[src/rtl/i2s_rx_multichannel.sv]
// rtl/i2s_rx_multichannel.sv - multi-line I2S receiver sharing one word-select
//
// Deserialises NUM_LINES serial data lines on the bit clock. Each slot is captured
// MSB-first and truncated to SAMPLE_BITS. A left slot followed by a right slot,
// both exactly SLOT_BITS long, is published on the falling ws edge that closes the
// right slot. Slots of the wrong length raise frame_error and force a resync.
//
// Ports:
//   clk          bit clock, all logic on posedge
//   reset        synchronous, active-high
//   ws           word select (0 = left, 1 = right)
//   data_in      serial data, bit i = line i
//   left_out     published left samples, line i at [i*SAMPLE_BITS +: SAMPLE_BITS]
//   right_out    published right samples, same packing
//   sample_valid one-cycle pulse when left_out/right_out update
//   frame_error  one-cycle pulse when a tracked slot had the wrong length
module i2s_rx_multichannel #(
  parameter int NUM_LINES   = 2,
  parameter int SAMPLE_BITS = 8,
  parameter int SLOT_BITS   = 32,
  parameter int DELAY       = 1
) (
  input  logic                             clk,
  input  logic                             reset,
  input  logic                             ws,
  input  logic [NUM_LINES-1:0]             data_in,
  output logic [NUM_LINES*SAMPLE_BITS-1:0] left_out,
  output logic [NUM_LINES*SAMPLE_BITS-1:0] right_out,
  output logic                             sample_valid,
  output logic                             frame_error
);

  // slot_cnt saturates at SLOT_BITS+1 and slot_pos can reach one more than that
  localparam int CW       = $clog2(SLOT_BITS + 3);
  localparam int LAST_POS = DELAY + SAMPLE_BITS - 1;

  typedef enum logic [1:0] {SYNC, CAPTURE, HOLD} state_t;

  state_t                 state;
  logic                   prev_ws;
  logic                   primed;
  logic                   chan;      // channel of the slot in progress, 0 = left
  logic [CW-1:0]          slot_cnt;
  logic [SAMPLE_BITS-1:0] sh_l [NUM_LINES];
  logic [SAMPLE_BITS-1:0] sh_r [NUM_LINES];

  logic          edge_det;
  logic          len_ok;
  logic          start_slot;
  logic          cap_en;
  logic          cap_chan;
  logic          cap_last;
  logic [CW-1:0] slot_pos;

  always_comb begin
    edge_det = primed && (ws != prev_ws);
    // slot_cnt lags the slot position by one, so a full slot closes at SLOT_BITS-1
    len_ok   = (slot_cnt == CW'(SLOT_BITS - 1));
    slot_pos = edge_det ? '0 : slot_cnt + 1'b1;
    // a slot is tracked from every falling edge, and from a rising edge that
    // cleanly closes a tracked left slot
    start_slot = edge_det && (!ws || ((state != SYNC) && len_ok));
    cap_chan   = edge_det ? ws : chan;
    // left-justified mode takes the MSB in the edge cycle itself
    cap_en     = (start_slot && (DELAY == 0)) || (!edge_det && (state == CAPTURE));
    cap_last   = (slot_pos == CW'(LAST_POS));
  end

  always_ff @(posedge clk) begin
    if (reset) begin
      state        <= SYNC;
      prev_ws      <= 1'b0;
      primed       <= 1'b0;
      chan         <= 1'b0;
      slot_cnt     <= '0;
      left_out     <= '0;
      right_out    <= '0;
      sample_valid <= 1'b0;
      frame_error  <= 1'b0;
      for (int i = 0; i < NUM_LINES; i++) begin
        sh_l[i] <= '0;
        sh_r[i] <= '0;
      end
    end else begin
      prev_ws      <= ws;
      primed       <= 1'b1;
      sample_valid <= 1'b0;
      frame_error  <= 1'b0;

      if (edge_det) begin
        slot_cnt <= '0;
      end else if (slot_cnt != CW'(SLOT_BITS + 1)) begin
        slot_cnt <= slot_cnt + 1'b1;
      end

      // length checks apply only to slots we were tracking
      if (edge_det && (state != SYNC)) begin
        if (!len_ok) begin
          frame_error <= 1'b1;
        end else if (!ws) begin
          for (int i = 0; i < NUM_LINES; i++) begin
            left_out[i*SAMPLE_BITS +: SAMPLE_BITS]  <= sh_l[i];
            right_out[i*SAMPLE_BITS +: SAMPLE_BITS] <= sh_r[i];
          end
          sample_valid <= 1'b1;
        end
      end

      if (start_slot) begin
        chan  <= ws;
        state <= CAPTURE;
      end else if (edge_det && (state != SYNC)) begin
        state <= SYNC;
      end

      if (cap_en) begin
        for (int i = 0; i < NUM_LINES; i++) begin
          if (cap_chan) begin
            sh_r[i] <= (sh_r[i] << 1) | SAMPLE_BITS'(data_in[i]);
          end else begin
            sh_l[i] <= (sh_l[i] << 1) | SAMPLE_BITS'(data_in[i]);
          end
        end
        if (cap_last) begin
          state <= HOLD;
        end
      end
    end
  end

endmodule
[config.mk]
export PLATFORM = sky130hd
export DESIGN_NAME = i2s_rx_multichannel
export DESIGN_NICKNAME = d
export VERILOG_FILES = /design/src/rtl/i2s_rx_multichannel.sv
export SDC_FILE = /design/constraint.sdc
export NUM_CORES = 1
export LEC_CHECK = 0
export BUFFER_PORTS_ARGS = -buffer_cell sky130_fd_sc_hd__buf_2
export CORE_UTILIZATION = 50
export DETAILED_ROUTE_END_ITERATION = 8
export GPL_TIMING_DRIVEN = 0
export PLACE_DENSITY = 0.71
export SYNTH_ARGS = -nofsm -noshare
export SYNTH_HDL_FRONTEND = slang
export SYNTH_SLANG_ARGS = --single-unit
[constraint.sdc]
create_clock -name clk -period 3.43 [get_ports clk]
set_input_delay 0.343 -clock clk [delete_from_list [all_inputs] [get_ports clk]]
set_output_delay 0.343 -clock clk [all_outputs]
set_load 0.01 [all_outputs]
==> results of run 1 <==
-- per-layer routing --
metal | vias to the layer above | track usage | share of wire
met4 | 0 | 0.102 | 0.018
met3 | 9 | 0.0424 | 0.032
li1 | 900 | - | -
met1 | 897 | 0.268 | 0.49
met5 | - | 0 | 0
met2 | 45 | 0.289 | 0.46
-- cells by family (layout without fill, tap and decap cells) --
family,after synthesis,in the layout,share of synthesized area
and+or+nand+nor,67,67,0.135
AOI/OAI and AO/OA,46,46,0.132
DFF,77,77,0.645
buffers and inverters,18,72,0.0546
adders and majority gates,2,2,0.00867
xor gates and xnor gates,8,8,0.0243
-- critical path: stages (launching register included) --
cell	delay (ns)
dfxtp_1	0.37
nor2b_1	0.28
nor2b_1	0.44
clkbuf_1	0.37
nand2_1	0.10
nand2_1	0.54
-- cells in the final DEF, fill, tap and decap left out, drive strengths merged --
cell type  netlist  layout
ha               2       2
xnor2            2       2
dfxtp           45      45
o32ai            1       1
nand4            1       1
nor3             1       1
a22o            32      32
a31oi            1       1
nand3            5       5
a31o             2       2
or2              1       1
clkinv           0       2
and3            19      19
inv              4       4
bufinv           0       3
nand2            6       6
nor3b            1       1
buf              9      47
nand2b           1       1
a21oi            5       5
and4             1       1
o211ai           1       1
a211oi           1       1
edfxtp          32      32
o21ai            1       1
clkinvlp         0       1
clkbuf           5      15
a311oi           2       2
xor2             6       6
nor2            10      10
nor4             1       1
nor2b            3       3
and2            17      17
-- power by group --
group | total [W] | switching (W) | internal [W]
registers | 0.000989 | 0.0000151 | 0.000974
clock network | 0.000811 | 0.000327 | 0.000484
logic | 0.0000605 | 0.0000413 | 0.0000192
total | 0.00186 | 0.000384 | 0.00148
-- sequential cells by signal, indices dropped and copies added, names as in the netlist, 2 cells and up --
| name | flops |
|---|---|
| sh_l | 16 |
| left_out | 16 |
| state | 2 |
| slot_cnt | 6 |
| right_out | 16 |
| sh_r | 16 |
-- final timing paths --
| check | start | endpoint | slack, ns |
|---|---|---|---|
| max | state[0] | sh_l[0][4] | 0.97 |
| min reg2reg | sh_l[0][15] | left_out[15] | 0.47 |
| min | reset | prev_ws | 0.25 |
| max reg2reg | state[0] | sh_l[0][4] | 0.97 |
-- metrics by stage --
| step | hold slack [ns] | area (sq um) | std cells | worst slack [ns] | utilization |
|---|---|---|---|---|---|
| 5_1_grt | 0.283 | 3400 | 344 | 0.763 | 0.614 |
| 2_1_floorplan | 0.410 | 2890 | 218 | 1.58 | - |
| 6_report | 0.253 | 3400 | 344 | 0.967 | 0.614 |
| 4_1_cts | 0.238 | 3400 | 344 | 0.967 | 0.614 |
| 3_3_place_gp | 0.437 | 3170 | 328 | 1.06 | 0.571 |
| 3_5_place_dp | 0.450 | 3170 | 328 | 1.00 | 0.571 |
-- layout make-up --
| class | instances | area [sq um] | area share |
|---|---|---|---|
| Clock inverter | 6 | 111 | 0.0327 |
| Buffer | 14 | 143 | 0.0419 |
| Tap cell | 72 | 90.1 | 0.0265 |
| Inverter | 4 | 15.0 | 0.00441 |
| Clock buffer | 10 | 128 | 0.0375 |
| Sequential cell | 77 | 1860 | 0.547 |
| Timing Repair Buffer | 38 | 190 | 0.0559 |
| Multi-Input combinational cell | 123 | 866 | 0.254 |
==> run_results.csv, run 1 <==
group,metric,value,unit
detailed_routing,via_per_inst,5.38,
global_route,grt_pass1_vias,1845,
synthesis,synth_top_area_share,0.333,
synthesis,synthTopCellsByArea,"edfxtp_1, dfxtp_1, a22o_1",
placement,port_buffers,38,
cts,cts_resized,0,
worst_setup_path,start_kind,"flop",
synthesis,synth.most_common_cell,"dfxtp_1",
synthesis,netlist_instances,218,
global_route,grt_use_total,0.195,
synthesis,yosysTopAreaCell,"edfxtp_1",
detailed_routing,wl_per_cell,15.4,um
floorplanning,rows,27,
detailed_routing,dr.pass1.iters,4,
detailed_routing,drtAntennaViolNets,0,
detailed_routing,routed_wirelength,5290,um
timing,setup_tns,0,ns
cts,cts.sink_count,77,
synthesis,netlist_area,2890,sq um
placement,gp_congestion,0.837,
cts,h-tree-depth,3,
floorplanning,die_x,78.0,um
worst_setup_path,worstRegToRegCells,5,
cts,insertion_delay,0.35,ns
floorplanning,core-area,5540,sq um
timing,period_needed,2.46,ns
cells_and_area,post_route_cells_drive_above_1_share,0.250,
timing,tightestPinTransition,0.695,ns
power,power_density,546,nW/um^2
synthesis,yosysUniqueCellTypes,32,
global_route,grt_first_pass_wirelength,9020,um
timing,slew_violations,0,
floorplanning,initial_core_util,0.521,
floorplanning,die_h,78.0,um
power,power,0.00186,W
detailed_routing,vias,1851,
timing,hold_violations,0,
global_route,antenna_found_initial,0,
cts,numCtsBuffers,9,
cts,cts_setup_buffers,0,
cts,ctsHoldBuffers,0,
timing,slew_headroom,0.536,
timing,skew,0.0157,ns
synthesis,ys_warn_count,0,
power,power_leakage,1.50,nW
global_route,grt_max_degree,17,
hold_path,hold_path_class,"in2reg",
timing,rsz0062_at_grt,"no",
detailed_routing,initialDrtViolationCount,88,
cells_and_area,layout.nets,274,
worst_setup_path,worstPathArrival,2.44,ns
synthesis,synth-edff-count,32,
synthesis,async_flop_share,0,
hold_path,hold_depth,2,
worst_setup_path,setup.worst_path.class,"reg2reg",
synthesis,synth-seq-area-share,0.645,
synthesis,synth_commonest_cells,"dfxtp_1, a22o_1, edfxtp_1",
cells_and_area,n_antenna_cell,0,
floorplanning,io_pins,39,
detailed_routing,drc_errors,0,
synthesis,synth_nets,225,
outcome,status,"finished, final reports clean",
cells_and_area,nFillCells,457,
floorplanning,die_area,6080,sq um
synthesis,avgSynthCellArea,13.2,sq um
timing,max_freq,406,MHz
worst_setup_path,cp-end-kind,"flop",
placement,hpwl,3460,um
cells_and_area,area_growth,18.0,%
job,cap_viol_max_count,0,
cts,cts-root-buf,"clkbuf_8",
global_route,gr-total-overflow,0,
worst_setup_path,required,3.40,ns
timing,finalCritPeriodShare,0.718,
cts,cts_tree,"built",
timing,finalSetupViolCount,0,
cts,max-clock-path-buffers,2,
cts,path_clk_slew,0.07,ns
synthesis,synth_seq_cells,77,
synthesis,ys.flop_type,"dfxtp_1",
worst_setup_path,critPathMaxFanout,16,
power,vdd_ir_drop_max,354,uV
Note: power is estimated with default switching activity, not from simulation.
==> run 2, diff against run 1 <==
- PLACE_DENSITY: 0.71 -> 0.74
- clock period: 3.43 -> 2.1 ns (I/O delays scaled with it)
==> run_results.csv, run 2 (synthesis results as in run 1) <==
group,metric,value,unit
outcome,status,"finished, final reports clean",
global_route,antenna_found_initial,0,
placement,hpwl,3360,um
cells_and_area,area_growth,17.1,%
worst_setup_path,setup.worst_path.class,"reg2reg",
timing,finalSetupViolCount,0,
worst_setup_path,worstRegToRegCells,5,
timing,rsz0062_at_grt,"no",
timing,period_needed,1.96,ns
hold_path,min-delay-start,"reset",
worst_setup_path,crit_path_top_delay_cell,"dfxtp_1",
hold_path,hold_path_class,"in2reg",
timing,max_freq,511,MHz
cts,h-tree-depth,3,
worst_setup_path,reg2reg_to,"sh_l[0][13]",
detailed_routing,dr.pass1.iters,4,
worst_setup_path,cp_top_family,"simple AND/OR/NAND/NOR gates",
worst_setup_path,crit_buf_inv,1,
timing,setup_ws,0.142,ns
cts,cts_tree,"built",
floorplanning,die_x,78.0,um
cells_and_area,post_route_cells_drive_above_1_share,0.261,
worst_setup_path,critPathMaxFanout,16,
cells_and_area,mostFrequentLayoutCell,"dfxtp_1",
cells_and_area,nFillCells,463,
timing,hold_violations,0,
global_route,grt_max_degree,17,
detailed_routing,vias,1817,
detailed_routing,initialDrtViolationCount,86,
worst_setup_path,critical_path.max_stage_delay,0.36,ns
cts,cts_setup_buffers,0,
timing,finalCritPeriodShare,0.932,
worst_setup_path,rr_startpoint,"state[0]",
power,power,0.00282,W
detailed_routing,wl_per_cell,14.5,um
global_route,grt_use_total,0.186,
detailed_routing,drtAntennaViolNets,0,
floorplanning,die_area,6080,sq um
cts,cts_resized,2,
power,power_density,836,nW/um^2
floorplanning,rows,27,
hold_path,hold_end,"prev_ws",
worst_setup_path,crit_chain,"nor2b_1 -> nor2b_2 -> clkbuf_1 -> nand2_1 -> nand2_4",
cts,insertion_delay,0.34,ns
cts,max-clock-path-buffers,2,
timing,slew_violations,0,
power,vdd_ir_drop_max,428,uV
cells_and_area,ff_latch_area,1860,sq um
cells_and_area,fin_util,0.610,
cts,cts.sink_count,77,
global_route,grt_pass1_vias,1799,
worst_setup_path,worstPathArrival,1.98,ns
worst_setup_path,rrSetupSlack,0.14,ns
placement,gp_congestion,0.848,
floorplanning,core-area,5540,sq um
detailed_routing,routed_wirelength,5000,um
worst_setup_path,required,2.12,ns
timing,tightestPinTransition,0.421,ns
cts,numCtsBuffers,9,
floorplanning,io_pins,39,
worst_setup_path,start_kind,"flop",
timing,skew,0.00970,ns
hold_path,hold_depth,2,
cts,ctsHoldBuffers,0,
global_route,grt_first_pass_wirelength,8600,um
power,power_leakage,1.48,nW
global_route,gr-total-overflow,0,
detailed_routing,drc_errors,0,
floorplanning,die_h,78.0,um
timing,slew_headroom,0.719,
floorplanning,initial_core_util,0.521,
cts,cts-root-buf,"clkbuf_8",
worst_setup_path,cp-end-kind,"flop",
placement,port_buffers,38,
cells_and_area,multi_input_area,878,sq um
cells_and_area,mostFrequentLayoutCells,"dfxtp_1, buf_2, a22o_1, edfxtp_1, and3_1",
placement,place_ws,-0.270,ns
cts,path_clk_slew,0.08,ns
cells_and_area,n_antenna_cell,0,
cells_and_area,layout.nets,274,
detailed_routing,via_per_inst,5.28,
job,cap_viol_max_count,0,
==> run 2: metrics by stage <==
step,hold slack (ns),std cells,setup TNS [ns],cell area (sq um)
after floorplan,0.277,218,0,2890
after global placement,0.438,328,-3.42,3170
after detailed placement,0.444,328,-4.32,3170
after CTS,0.116,344,0,3370
after global routing,0.146,344,0,3380
final,0.145,344,0,3380
==> run 2: how the worst max path moves through the flow <==
stage / startpoint / to / slack [ns] / depth (start not counted)
2_1_floorplan: state[0] / sh_l[0][0] / 0.25 / 5
3_3_place_gp: state[0] / sh_l[0][11] / -0.21 / 5
3_5_place_dp: state[0] / sh_l[0][5] / -0.27 / 5
4_1_cts: state[0] / sh_l[0][6] / 0.03 / 5
5_1_grt: state[0] / sh_l[0][6] / 0.006 / 5
6_report: state[0] / sh_l[0][13] / 0.14 / 5
==> run 2: power breakdown <==
| part | internal [W] | leakage (nW) | switching (W) | total, W |
|---|---|---|---|---|
| combinational | 0.0000322 | 0.688 | 0.0000655 | 0.0000977 |
| clock | 0.000577 | 0.0959 | 0.000537 | 0.00111 |
| sequential | 0.00159 | 0.695 | 0.0000233 | 0.00161 |
==> run 2: worst reg2reg max path: cells and delay by family (launching register included) <==
kind	cells	cell delay [ns]
simple gates	4	0.96
flops	1	0.36
buf+inv	1	0.33
==> run 2: area by class of cell <==
class                           instances  area share
Multi-Input combinational cell        123       0.260
Timing Repair Buffer                   38      0.0563
Clock inverter                          6      0.0185
Inverter                                4     0.00444
Sequential cell                        77       0.551
Tap cell                               72      0.0267
Clock buffer                           10      0.0407
Buffer                                 14      0.0422
==> run 2: per-layer routing <==
| layer | vias to the layer above | GRT usage | share of wire |
|---|---|---|---|
| met3 | 4 | 0.0482 | 0.030 |
| li1 | 899 | - | - |
| met5 | - | 0 | 0 |
| met2 | 34 | 0.281 | 0.48 |
| met1 | 880 | 0.251 | 0.48 |
| met4 | 0 | 0.0870 | 0.0096 |
==> run 3, diff against run 2 <==
--- a/config.mk
+++ b/config.mk
@@ -11,3 +11,3 @@
 export GPL_TIMING_DRIVEN = 0
-export PLACE_DENSITY = 0.74
+export PLACE_DENSITY = 0.77
 export SYNTH_ARGS = -nofsm -noshare
--- a/constraint.sdc
+++ b/constraint.sdc
@@ -3,2 +3,2 @@
 set_output_delay 0.21 -clock clk [all_outputs]
-set_load 0.01 [all_outputs]
+set_load 0.005 [all_outputs]
==> run_results.csv, run 3 (synthesis results as in run 1) <==
group,metric,value,unit
floorplanning,rows,27,
floorplanning,die_h,78.0,um
cts,max-clock-path-buffers,2,
global_route,grt_max_degree,17,
timing,fin_hold_ws,0.116,ns
timing,skew,0.00953,ns
timing,slew_headroom,0.703,
cts,cts.sink_count,77,
cts,numCtsBuffers,9,
timing,max_freq,531,MHz
detailed_routing,drc_errors,0,
detailed_routing,vias,1827,
global_route,grt_use_total,0.180,
timing,setup_tns,0,ns
floorplanning,initial_core_util,0.521,
cts,insertion_delay,0.35,ns
timing,finalSetupViolCount,0,
cells_and_area,stdcell_area,3370,sq um
global_route,grt_first_pass_wirelength,8150,um
cells_and_area,layout.nets,274,
timing,hold_violations,0,
worst_setup_path,critPathMaxFanout,10,
timing,rsz0062_at_grt,"no",
placement,placedCellCount,328,
hold_path,min-delay-start,"reset",
worst_setup_path,rr_startpoint,"slot_cnt[0]",
detailed_routing,routed_wirelength,5020,um
timing,tightestPinTransition,0.446,ns
worst_setup_path,start_kind,"flop",
power,power,0.00274,W
worst_setup_path,cp-end-kind,"flop",
cts,cts_tree,"built",
cells_and_area,post_route_cells_drive_above_1_share,0.257,
placement,hpwl,3420,um
cts,path_clk_slew,0.07,ns
cells_and_area,multi_input_area,878,sq um
worst_setup_path,rrSetupSlack,0.22,ns
placement,postPlaceCellArea,3170,sq um
cells_and_area,n_antenna_cell,0,
detailed_routing,initialDrtViolationCount,76,
global_route,gr-total-overflow,0,
hold_path,hold_path_class,"in2reg",
power,vdd_ir_drop_max,401,uV
cts,cts-root-buf,"clkbuf_8",
global_route,antenna_found_initial,0,
cells_and_area,ff_latch_area,1860,sq um
cells_and_area,finalNonFillerCells,344,
detailed_routing,via_per_inst,5.31,
floorplanning,core-area,5540,sq um
timing,period_needed,1.88,ns
floorplanning,die_area,6080,sq um
detailed_routing,drtAntennaViolNets,0,
floorplanning,die_x,78.0,um
detailed_routing,dr.pass1.iters,4,
power,power_leakage,1.48,nW
cells_and_area,nFillCells,454,
hold_path,hold_depth,2,
worst_setup_path,setup.worst_path.class,"reg2reg",
timing,finalCritPeriodShare,0.897,
detailed_routing,wl_per_cell,14.6,um
cells_and_area,mostFrequentLayoutCell,"dfxtp_1",
worst_setup_path,reg2reg_to,"right_out[15]",
placement,port_buffers,38,
placement,gp_congestion,0.902,
worst_setup_path,worstPathArrival,2.12,ns
cts,cts_setup_buffers,0,
outcome,status,"finished, final reports clean",
global_route,grt_pass1_vias,1740,
worst_setup_path,required,2.33,ns
floorplanning,io_pins,39,
worst_setup_path,worstRegToRegCells,6,
job,cap_viol_max_count,0,
timing,slew_violations,0,
hold_path,hold_end,"prev_ws",
power,power_density,815,nW/um^2
cts,h-tree-depth,3,
cells_and_area,area_growth,16.7,%
cells_and_area,mostFrequentLayoutCells,"dfxtp_1, buf_2, a22o_1, edfxtp_1, and3_1",
[run 3: cell count changes in the layout (fill, tap and decap cells not counted)]
cell | before | now
clkinvlp_4 | 2 | 1
clkbuf_2 | 0 | 1
clkinv_1 | 1 | 2
clkbuf_16 | 0 | 1
clkinv_4 | 1 | 0
bufinv_16 | 1 | 0
[run 3: area by class of cell]
cell class	count	area share
tap	72	0.0268
clock buffer	12	0.0494
timing repair buffer	38	0.0565
buffer	14	0.0428
inverter	4	0.00446
clock inverter	4	0.00595
multi-input combinational	123	0.261
sequential	77	0.553
[run 3: worst max-delay path by stage]
| stage | end | cells after the start | startpoint | slack, ns |
|---|---|---|---|---|
| CTS | sh_l[0][2] | 5 | state[0] | 0.03 |
| global placement | sh_l[0][15] | 5 | state[0] | -0.24 |
| finish | right_out[15] | 6 | slot_cnt[0] | 0.22 |
| floorplan | sh_l[0][0] | 5 | state[0] | 0.25 |
| detailed placement | sh_l[0][8] | 5 | state[0] | -0.26 |
| global route | right_out[15] | 6 | slot_cnt[0] | 0.06 |
[run 3: layer usage]
layer | up-vias | track usage | wire length (um)
met5 | - | 0 | 0
met4 | 0 | 0.100 | 119
met3 | 13 | 0.0494 | 178
met2 | 32 | 0.274 | 2360
met1 | 878 | 0.232 | 2360
li1 | 904 | - | -
[run 3: critical path: stages, from the launching register on]
cell	delay (ns)
dfxtp_1	0.44
ha_1	0.28
nand4_1	0.20
nor2_2	0.22
a31oi_2	0.21
buf_6	0.20
a22o_1	0.23
[run 3: stage by stage]
stage               worst slack [ns]  utilization
global route                  0.0638        0.607
global placement              -0.244        0.571
finish                         0.217        0.607
detailed placement            -0.260        0.571
floorplan                      0.247            -
CTS                           0.0276        0.606
[run 3: repair_timing]
| action | in CTS | in global routing |
|---|---|---|
| setup endpoints to repair | 16 | 26 |
| gates resized for setup | 2 | 4 |
| hold buffers | 0 | 0 |
[run 3: report_power, final]
part | total (W) | leakage, nW | internal, W | switching (W)
clock | 0.00103 | 0.0926 | 0.000524 | 0.000508
combinational | 0.0000978 | 0.692 | 0.0000324 | 0.0000654
sequential | 0.00161 | 0.695 | 0.00159 | 0.0000232
